File: src/rtl/lsu_pkg.sv
// lsu_pkg: shared funct3, error and state codes
// for the load/store unit.
package lsu_pkg;

  localparam logic [2:0] F3_B  = 3'b000;
  localparam logic [2:0] F3_H  = 3'b001;
  localparam logic [2:0] F3_W  = 3'b010;
  localparam logic [2:0] F3_BU = 3'b100;
  localparam logic [2:0] F3_HU = 3'b101;

  localparam logic [1:0] ERR_OK       = 2'b00;
  localparam logic [1:0] ERR_MISALIGN = 2'b01;
  localparam logic [1:0] ERR_TIMEOUT  = 2'b10;
  localparam logic [1:0] ERR_ILLEGAL  = 2'b11;

  localparam logic [1:0] S_IDLE = 2'd0;
  localparam logic [1:0] S_REQ  = 2'd1;
  localparam logic [1:0] S_RESP = 2'd2;

  function automatic logic f3_legal(
    input logic       st,
    input logic [2:0] f3
  );
    logic ok;
    ok = 1'b0;
    case (f3)
      F3_B, F3_H, F3_W: ok = 1'b1;
      F3_BU, F3_HU:     ok = !st;
      default:          ok = 1'b0;
    endcase
    return ok;
  endfunction

  function automatic logic misaligned(
    input logic [2:0] f3,
    input logic [1:0] off
  );
    logic m;
    m = 1'b0;
    case (f3[1:0])
      2'b01:   m = off[0];
      2'b10:   m = |off;
      default: m = 1'b0;
    endcase
    return m;
  endfunction

endpackage

File: src/rtl/lsu_align.sv
// lsu_align: byte enables, store lane replication
// and load lane extraction/extension.
module lsu_align
  import lsu_pkg::*;
(
  input  logic [2:0]  f3,
  input  logic [1:0]  off,
  input  logic [31:0] wdata,
  input  logic [2:0]  ld_f3,
  input  logic [1:0]  ld_off,
  input  logic [31:0] mem_rdata,
  output logic [3:0]  be,
  output logic [31:0] wdata_rep,
  output logic [31:0] ld_data
);

  function automatic logic [3:0] gen_be(
    input logic [2:0] f,
    input logic [1:0] o
  );
    logic [3:0] b;
    case (f[1:0])
      2'b00:   b = 4'b0001 << o;
      2'b01:   b = 4'b0011 << o;
      default: b = 4'b1111;
    endcase
    return b;
  endfunction

  function automatic logic [31:0] rep_store(
    input logic [2:0]  f,
    input logic [31:0] d
  );
    logic [31:0] r;
    case (f[1:0])
      2'b00:   r = {4{d[7:0]}};
      2'b01:   r = {2{d[15:0]}};
      default: r = d;
    endcase
    return r;
  endfunction

  function automatic logic [31:0] ext_load(
    input logic [2:0]  f,
    input logic [1:0]  o,
    input logic [31:0] d
  );
    logic [31:0] s;
    logic [31:0] r;
    s = d >> {o, 3'b000};
    case (f)
      F3_B:    r = {{24{s[7]}}, s[7:0]};
      F3_BU:   r = {24'd0, s[7:0]};
      F3_H:    r = {{16{s[15]}}, s[15:0]};
      F3_HU:   r = {16'd0, s[15:0]};
      default: r = s;
    endcase
    return r;
  endfunction

  assign be        = gen_be(f3, off);
  assign wdata_rep = rep_store(f3, wdata);
  assign ld_data   = ext_load(ld_f3, ld_off, mem_rdata);

endmodule

File: src/rtl/lsu_ctrl.sv
// lsu_ctrl: load/store FSM with valid/ack memory
// handshake, error reporting and timeout.
module lsu_ctrl
  import lsu_pkg::*;
#(
  parameter int WIDTH   = 32,
  parameter int TIMEOUT = 255
) (
  input  logic             clk,
  input  logic             reset,
  input  logic             start,
  input  logic             is_store,
  input  logic [2:0]       funct3,
  input  logic [WIDTH-1:0] addr,
  input  logic [WIDTH-1:0] wdata,
  output logic             busy,
  output logic             done,
  output logic [WIDTH-1:0] rdata,
  output logic [1:0]       err,
  output logic             mem_req,
  output logic             mem_we,
  output logic [WIDTH-1:0] mem_addr,
  output logic [3:0]       mem_be,
  output logic [WIDTH-1:0] mem_wdata,
  input  logic [WIDTH-1:0] mem_rdata,
  input  logic             mem_ack
);

  localparam logic [7:0] CNT_LAST = 8'(TIMEOUT - 1);

  logic [1:0]  state;
  logic [7:0]  cnt;
  logic        st_q;
  logic [2:0]  f3_q;
  logic [1:0]  off_q;
  logic [3:0]  be_c;
  logic [31:0] wrep_c;
  logic [31:0] ld_c;
  logic        legal_c;
  logic        mis_c;

  lsu_align u_align (
    .f3        (funct3),
    .off       (addr[1:0]),
    .wdata     (wdata),
    .ld_f3     (f3_q),
    .ld_off    (off_q),
    .mem_rdata (mem_rdata),
    .be        (be_c),
    .wdata_rep (wrep_c),
    .ld_data   (ld_c)
  );

  assign legal_c = f3_legal(is_store, funct3);
  assign mis_c   = misaligned(funct3, addr[1:0]);
  assign busy    = (state != S_IDLE);
  assign done    = (state == S_RESP);

  always_ff @(posedge clk) begin
    if (reset) begin
      state     <= S_IDLE;
      cnt       <= 8'd0;
      st_q      <= 1'b0;
      f3_q      <= 3'd0;
      off_q     <= 2'd0;
      rdata     <= '0;
      err       <= ERR_OK;
      mem_req   <= 1'b0;
      mem_we    <= 1'b0;
      mem_addr  <= '0;
      mem_be    <= 4'd0;
      mem_wdata <= '0;
    end else begin
      case (state)
        S_IDLE: begin
          if (start) begin
            st_q  <= is_store;
            f3_q  <= funct3;
            off_q <= addr[1:0];
            cnt   <= 8'd0;
            rdata <= '0;
            if (!legal_c) begin
              err   <= ERR_ILLEGAL;
              state <= S_RESP;
            end else if (mis_c) begin
              err   <= ERR_MISALIGN;
              state <= S_RESP;
            end else begin
              err       <= ERR_OK;
              mem_req   <= 1'b1;
              mem_we    <= is_store;
              mem_addr  <= {addr[WIDTH-1:2], 2'b00};
              mem_be    <= be_c;
              mem_wdata <= wrep_c;
              state     <= S_REQ;
            end
          end
        end
        S_REQ: begin
          cnt <= cnt + 8'd1;
          if (mem_ack) begin
            mem_req <= 1'b0;
            mem_we  <= 1'b0;
            if (!st_q) rdata <= ld_c;
            state <= S_RESP;
          end else if (cnt == CNT_LAST) begin
            mem_req <= 1'b0;
            mem_we  <= 1'b0;
            err     <= ERR_TIMEOUT;
            state   <= S_RESP;
          end
        end
        S_RESP: state <= S_IDLE;
        default: state <= S_IDLE;
      endcase
    end
  end

endmodule

File: config.mk
export PLATFORM = sky130hd
export DESIGN_NAME = lsu_ctrl
export DESIGN_NICKNAME = d
export VERILOG_FILES = /design/src/rtl/lsu_pkg.sv /design/src/rtl/lsu_align.sv /design/src/rtl/lsu_ctrl.sv
export SDC_FILE = /design/constraint.sdc
export NUM_CORES = 1
export LEC_CHECK = 0
export BUFFER_PORTS_ARGS = -buffer_cell sky130_fd_sc_hd__buf_2
export CAP_MARGIN = 0
export CORE_MARGIN = 8
export CORE_UTILIZATION = 54
export CTS_BUF_LIST = sky130_fd_sc_hd__clkbuf_8
export DETAILED_ROUTE_END_ITERATION = 12
export PLACE_DENSITY = 0.92
export SYNTH_ARGS = -nofsm -noshare
export SYNTH_HDL_FRONTEND = slang
export SYNTH_SLANG_ARGS = --single-unit
File: constraint.sdc
create_clock -name clk -period 3.3 [get_ports clk]
set_clock_uncertainty 0.05 [all_clocks]
set_input_delay 0.495 -clock clk [delete_from_list [all_inputs] [get_ports clk]]
set_output_delay 0.495 -clock clk [all_outputs]
set_load 0.005 [all_outputs]
## After elaboration in Yosys (flattened, before gate mapping)

Cells that the tools add are included.

| cells by class | value |
|---|---|
| shift operators | 3 |
| bitwise logic cells | 1 |
| multiplexer cells | 32 |
| equal/unequal tests | 20 |
| reduce and logical (&&, ||, !) cells | 17 |
| add/subtract/negate cells | 1 |

Operators with widths:

| cell | count |
|---|---|
| one-hot mux 32 bit (2 select lines) | 2 |
| one-hot mux 32 bit (4 select lines) | 1 |
| 2-to-1 mux 32 bit | 3 |
| >> shifter 32 x 5 -> 32 bit | 1 |
| 2-to-1 mux 2 bit | 8 |
| one-hot mux 8 bit (2 select lines) | 1 |
| inequality test 2 bit (second input constant) | 7 |
| == test 3 bit (second input constant) | 4 |
| AND reduction 4 bit | 3 |
| 2-to-1 mux 1 bit | 9 |
| adder 8 x 1 -> 8 bit (second input constant) | 1 |
| == test 8 bit (second input constant) | 1 |
| 2-to-1 mux 8 bit | 1 |
| one-hot mux 1 bit (2 select lines) | 4 |
| one-hot mux 2 bit (2 select lines) | 2 |
| one-hot mux 4 bit (2 select lines) | 1 |
| == test 3 x 1 -> 1 bit (second input constant) | 2 |
| zero test 3 bit | 2 |
| AND reduction 2 bit | 3 |
| AND reduction 5 bit | 1 |
| == test 2 x 1 -> 1 bit (second input constant) | 2 |
| == test 2 bit (second input constant) | 2 |
| zero test 2 bit | 2 |
| nonzero test 2 bit | 2 |
| other kinds (8) | 9 |

| storage, ports and cells | value |
|---|---|
| logic and storage cells | 86 |
| output and inout port bits | 106 |
| input port bits | 104 |
| register bits | 118 |

## Logic depth before layout (Yosys ltp)

Gate-level depths: netlist of run 1.

| logic depth | value |
|---|---|
| word-level depth | 6 |
| gate-level depth with buffers | 11 |

## Hierarchy

A second synthesis of run 1 with hierarchy kept.

| second synthesis, totals | value |
|---|---|
| cells, all modules | 754 |
| area total of the unflattened synthesis | 6104.6 µm² |

Modules (own cells, without submodules):

| module | instances | cells each | area each (µm²) |
|---|---|---|---|
| lsu_ctrl | 1 | 569 | 4733.3 |
| lsu_align | 1 | 185 | 1371.3 |

## Worst setup path before layout of run 1

Ideal clock, no wire load.

| timing path | value |
|---|---|
| kind | input -> register |
| start point | input port funct3[1] |
| end point | register mem_addr[31] |
| required time | 3.180 ns |
| data arrival time | 2.083 ns |
| setup slack | 1.097 ns |
| stages | 10 |
| cells stage by stage | inv_1 > ha_1 > clkbuf_1 > nor3_1 > a211oi_2 > nand2_1 > clkbuf_1 > clkbuf_1 > nand2_1 > a21oi_1 |

| between the ends | value |
|---|---|
| word-level cells in the longest chain between the ends | 4 |
| elaborated cells on any way between the ends | 13 |

Ends and longest elaborated chain:

| element | RTL line | source |
|---|---|---|
| start: declaration | lsu_ctrl.sv:13 | `input logic [2:0] funct3,` |
| == test 3 x 1 -> 1 bit (tied with other cells) | lsu_pkg.sv:26 | `case (f3)` |
| OR reduction 3 bit (tied with other cells) | lsu_pkg.sv:26 |  |
| one-hot mux 1 bit (2 select lines) or NOT 1 bit (tied branches) | - |  |
| AND reduction 4 bit (no line) * | - |  |
| end signal: assignment | lsu_ctrl.sv:92 | `mem_addr <= {addr[WIDTH-1:2], 2'b00};` |
| end: declaration | lsu_ctrl.sv:22 | `output logic [WIDTH-1:0] mem_addr,` |

Mark *: on every way between the ends. The rest lies on a longest branch, timed or not.
A chain may end at the register's enable or synchronous reset.

## Final worst setup path of run 1

| timing path | value |
|---|---|
| start point | input port funct3[1] |
| end point | register mem_addr[11] |

Same word-level chain as after synthesis.

==> run_results.csv, run 1 <==
group,metric,value,unit
placed_design,io_buffers,207,
timing,rsz0062_at_grt,"false",
synth,yosys-top-cells-area,"dfxtp_1 (47%), nand2_1 (7.7%), a21oi_1 (6.5%)",
global_routing,antenna_found_initial,0,
clock_network,post_cts_buffers,0,
pwr,switching_share,27.4,%
worst_setup_path,crit_arrival,2.79,ns
global_routing,grt_pass1_wl,25600,um
global_routing,grt_pass1_vias,5237,
die,die_y,113,um
routing,first_iter_violations,471,
finish,antenna_cells,0,
pwr,comb_power_share,13.8,%
timing,fmax,388,MHz
pwr,p_sw,0.960,mW
worst_setup_path,max_stage_delay,0.48,ns
synth,syn_area,5070,sq um
pwr,ir_worst_vdd,0.466,mV
routing,avgViaCountPerCell,5.77,
synth,async_flop_share,0,%
synth,ys_warn_count,0,
worst_setup_path,worst_setup_path_end_kind,"register",
synth,synth_cells,602,
die,core,9200,sq um
timing,worst_slack,0.720,ns
timing,worstMarginPinSlew,1.08,ns
finish,most-common-layout-cells,"buf_2 (206), dfxtp_1 (118), nand2_1 (103)",
timing,setup_viol,0,
pwr,pwr_density_cell,536,nW/um^2
finish,final_util,71.2,%
timing,period_needed,2.58,ns
placed_design,hpwl,12100,um
timing,period_share,78.2,%
routing,dr.pass1.iters,7,
die,io_pins,210,
clock_network,clock_latency,0.41,ns
worst_setup_path,criticalPathCategory,"input pin to register",
global_routing,grt_usage,24.7,%
routing,drc,0,
placed_design,postPlaceCellArea,6100,sq um
finish,final_nets,898,
pwr,power,3.51,mW
worst_setup_path,cp_max_fo,39,
clock_network,cts_made_buffers,17,
synth,synth-seq-cells,118,
clock_network,clk_pin_slew,0.08,ns
clock_network,cts_resized,0,
finish,layoutNonFillerInstCount,913,
synth,synth_top_area_cell,"dfxtp_1",
clock_network,cts_tree,"yes",
timing,tns,0,ns
die,die_area,12800,sq um
pwr,p_int,2.55,mW
finish,area.growth.synth_to_final,29.1,%
pwr,clockPowerShare,42.4,%
routing,routed_wl,16300,um
finish,layout_commonest_cell,"buf_2",
synth,syn_avg_cell_area,8.43,sq um
pwr,p_leak,2.92,nW
timing,relSlewSlack,28.0,%
synth,synth_cell_types,44,
synth,yosysSeqAreaShare,46.5,%
finish,nFillCells,692,
placed_design,placed_cells,881,
clock_network,cts_root_buf,"clkbuf_8",
worst_setup_path,ff2ff_setup_slack,0.82,ns
placed_design,routabilityCongestion,0.955,
worst_setup_path,crit_chain,"buf_2 -> inv_1 -> ha_1 -> o21bai_1 -> a211oi_2 -> nand2_2 -> buf_4 -> nand2_1 -> a21oi_1",
clock_network,cts_max_level,4,
timing,hold_violations,0,
finish,regArea,2360,sq um
worst_setup_path,cp_slowest_cell,"nand2_2",
die,die_x,113,um
clock_network,clockBufferDepth,2,
flow_run,maxCapViolations,0,
finish,multiInputGateArea,2440,sq um
routing,postRouteAntennaNets,0,
global_routing,globalRouteOverflowTotal,0,
run_status,outcome,"finished clean",
synth,ys.flop_type,"dfxtp_1",
timing,maxSlewViolCount,0,
pwr,sequentialPowerShare,43.9,%
clock_network,ctsHoldBuffers,0,
routing,wl_per_cell,17.9,um
worst_setup_path,cp-start-kind,"input pin",
global_routing,grt_start_max_net_pins,108,
synth,yosysTopAreaCellShare,46.5,%
synth,synth_edf_count,0,
worst_setup_path,required,3.51,ns
timing,fin_hold_ws,0.257,ns
placed_design,post-place-ws,0.338,ns
finish,layout-drive-gt1-share,32.9,%
die,rows,35,
clock_network,clkSinkCount,118,
hold_path,min-delay-path-class,"input pin to register",
routing,via_count,5265,
die,start_util,55.2,%
finish,final_area,6550,sq um
cell families after synthesis:
group,Yosys count,share of synthesized area [%]
and+or+nand+nor,208,17.6
buffers and inverters,60,5.67
DFF,118,46.5
xor gates and xnor gates,5,0.863
AOI/OAI and AO/OA,179,22.4
other,1,0.0739
adders and majority gates,5,1.23
muxes,26,5.60
final cells by class:
| class | count | area share, % |
|---|---|---|
| Sequential cell | 118 | 36.1 |
| Timing Repair Buffer | 217 | 17.2 |
| Clock inverter | 14 | 3.04 |
| Clock buffer | 18 | 3.78 |
| Tap cell | 111 | 2.12 |
| Multi-Input combinational cell | 425 | 37.2 |
| Inverter | 10 | 0.573 |
synth_stat cells, drive strengths merged, types with 5 or more instances:
library cell  count
buf              19
nand2           104
ha                5
inv              10
a211oi           26
a32o              7
xor2              5
nor2             52
and3              8
a22oi            25
nor3             22
mux2i            16
o21ai            35
clkbuf           31
a21oi            66
dfxtp           118
mux2              9
a22o              9
per-layer routing:
metal / track usage, % / wire length (um) / vias up
met5: 0 / 0 / -
met4: 10.2 / 403 / 0
met3: 10.9 / 1900 / 32
met2: 42.3 / 7910 / 322
met1: 26.1 / 6130 / 2422
li1: - / - / 2489
worst max-delay path, delay by kind of cell:
kind                     cells  cell delay (ns)
adder cells (fa/ha/maj)      1             0.45
buffers and inverters        3             0.69
AO/OA/AOI/OAI                3             0.57
AND/OR/NAND/NOR              2             0.57
state kept, by name, summed over array words and instances (netlist names):
register / count
mem_wdata: 32
rdata: 32
mem_addr: 30
cnt: 8
mem_be: 4
f3_q: 3
err: 2
off_q: 2
state: 2
mem_req: 1
mem_we: 1
st_q: 1
final timing paths:
check                             startpoint            to  depth (start not counted)
worst max-delay path               funct3[1]  mem_addr[11]                          9
worst min-delay path                addr[22]  mem_addr[22]                          3
worst max register to register      state[1]  mem_addr[11]                          6
worst min register to register  mem_addr[23]  mem_addr[23]                          2
power groups by stage:
| stage | clock [mW] | sequential [mW] | combinational (mW) |
|---|---|---|---|
| 2_1_floorplan | 0 | 1.56 | 0.278 |
| 3_3_place_gp | 0 | 1.57 | 0.464 |
| 3_5_place_dp | 0 | 1.57 | 0.478 |
| 4_1_cts | 1.50 | 1.54 | 0.480 |
| 5_1_grt | 1.57 | 1.55 | 0.530 |
| 6_report | 1.49 | 1.54 | 0.482 |
No activity file was read; power rests on OpenSTA's default activity.
==> run 2: changes to the inputs <==
CORE_UTILIZATION = 45   (was 54)
PLACE_DENSITY = 0.83   (was 0.92)
clock period = 2.35 ns   (was 3.3 ns; I/O delays follow)
==> run 2 against run 1 <==
Sequential power rose by 40%. Sequential share of layout area fell by 0.82 points. Non-clock buffer count rose by 16. Critical path depth fell by 3. Power rose by 37%. Critical path type is now register to register. Clock power rose by 30%. Worst hold slack got worse by 0.14 ns.
==> run_results.csv, run 2 (synthesis results as in run 1) <==
group,metric,value,unit
die,rows,38,
timing,setup_viol,0,
routing,first_iter_violations,307,
timing,hold_violations,0,
pwr,clockPowerShare,40.2,%
global_routing,grt_usage,21.1,%
clock_network,cts_made_buffers,17,
timing,worstMarginPinSlew,0.593,ns
finish,antenna_cells,0,
routing,avgViaCountPerCell,5.37,
pwr,sequentialPowerShare,44.8,%
clock_network,clkSinkCount,118,
global_routing,grt_pass1_vias,5285,
routing,wl_per_cell,16.8,um
placed_design,postPlaceCellArea,6280,sq um
timing,period_share,88.5,%
routing,postRouteAntennaNets,0,
worst_setup_path,cp-start-kind,"register",
pwr,ir_worst_vdd,0.325,mV
pwr,switching_share,26.8,%
timing,maxSlewViolCount,0,
timing,fmax,481,MHz
finish,most-common-layout-cells,"buf_2 (206), dfxtp_1 (118), nand2_1 (103)",
routing,via_count,5145,
timing,tns,0,ns
timing,period_needed,2.08,ns
finish,layout_commonest_cell,"buf_2",
clock_network,cts_tree,"yes",
placed_design,io_buffers,207,
die,die_x,122,um
routing,dr.pass1.iters,5,
clock_network,clk_pin_slew,0.07,ns
finish,nFillCells,986,
pwr,pwr_density_cell,715,nW/um^2
timing,rsz0062_at_grt,"false",
global_routing,grt_start_max_net_pins,49,
worst_setup_path,worst_setup_path_end_kind,"register",
worst_setup_path,cp_max_fo,26,
timing,fin_hold_ws,0.121,ns
routing,drc,0,
finish,layout-drive-gt1-share,34.1,%
flow_run,maxCapViolations,0,
die,start_util,46.4,%
clock_network,clockBufferDepth,2,
die,die_area,14900,sq um
hold_path,min-delay-path-class,"input pin to register",
placed_design,routabilityCongestion,0.893,
finish,final_nets,914,
worst_setup_path,criticalPathCategory,"register to register",
clock_network,cts_resized,0,
routing,routed_wl,16100,um
clock_network,clock_latency,0.41,ns
clock_network,post_cts_buffers,0,
die,io_pins,210,
pwr,p_int,3.51,mW
timing,relSlewSlack,60.4,%
die,core,10900,sq um
clock_network,cts_root_buf,"clkbuf_8",
clock_network,cts_max_level,4,
finish,regArea,2360,sq um
global_routing,antenna_found_initial,0,
run_status,outcome,"finished clean",
die,die_y,122,um
worst_setup_path,crit_arrival,2.31,ns
placed_design,hpwl,12000,um
finish,multiInputGateArea,2440,sq um
global_routing,grt_pass1_wl,25600,um
clock_network,ctsHoldBuffers,0,
global_routing,globalRouteOverflowTotal,0,
pwr,p_sw,1.29,mW
pwr,p_leak,3.00,nW
pwr,comb_power_share,15.0,%
pwr,power,4.79,mW
worst_setup_path,required,2.58,ns
finish,final_area,6700,sq um
finish,area.growth.synth_to_final,32.1,%
finish,top_regs,"mem_wdata (32), rdata (32), mem_addr (30)",
==> run 2: stage by stage <==
stage,utilization (%),instances,setup WS [ns]
after floorplan,-,603,0.289
after global placement,57.5,926,0.197
after detailed placement,57.5,926,0.0957
after CTS,61.3,958,0.283
after global routing,61.3,958,0.120
final,61.3,958,0.271
==> run 2: final cells by class <==
cell class,instances,share of cell area (%)
clock buffers,19,3.90
well taps,140,2.61
clock inverters,13,2.33
inverters,10,0.560
flip-flops and latches,118,35.2
multi-input cells,425,36.4
repair buffers,233,19.0
==> run 2: power groups by stage <==
stage               logic (mW)  registers [mW]  clock network (mW)
detailed placement       0.715            2.19                   0
global placement         0.706            2.19                   0
finish                   0.717            2.15                1.93
global route             0.795            2.16                2.05
floorplan                0.391            2.19                   0
CTS                      0.719            2.15                1.97
==> run 2: metal layers <==
layer  wire, um  up-vias  part of all wire [%]  GRT usage (%)
met4        255        0                   1.6           7.08
met5          0        -                     0              0
li1           -     2524                     -              -
met1       6570     2381                    41           24.3
met2       7670      222                    48           35.4
met3       1630       18                    10           7.87
==> run 2: worst paths after layout <==
path / from / endpoint / slack (ns) / depth (start not counted)
worst max-delay path: state[0] / mem_addr[31] / 0.27 / 6
worst max register to register: state[0] / mem_addr[31] / 0.27 / 6
worst min-delay path: addr[28] / mem_addr[28] / 0.12 / 3
worst min register to register: mem_addr[8] / mem_addr[8] / 0.40 / 2
==> run 2: critical path, cell delays in order, from the launching register on <==
cell and delay [ns]:
dfxtp_1 0.38, or3b_1 0.42, a211oi_2 0.26, nand2_2 0.37, buf_12 0.30, nand2_1 0.09
a21oi_1 0.07
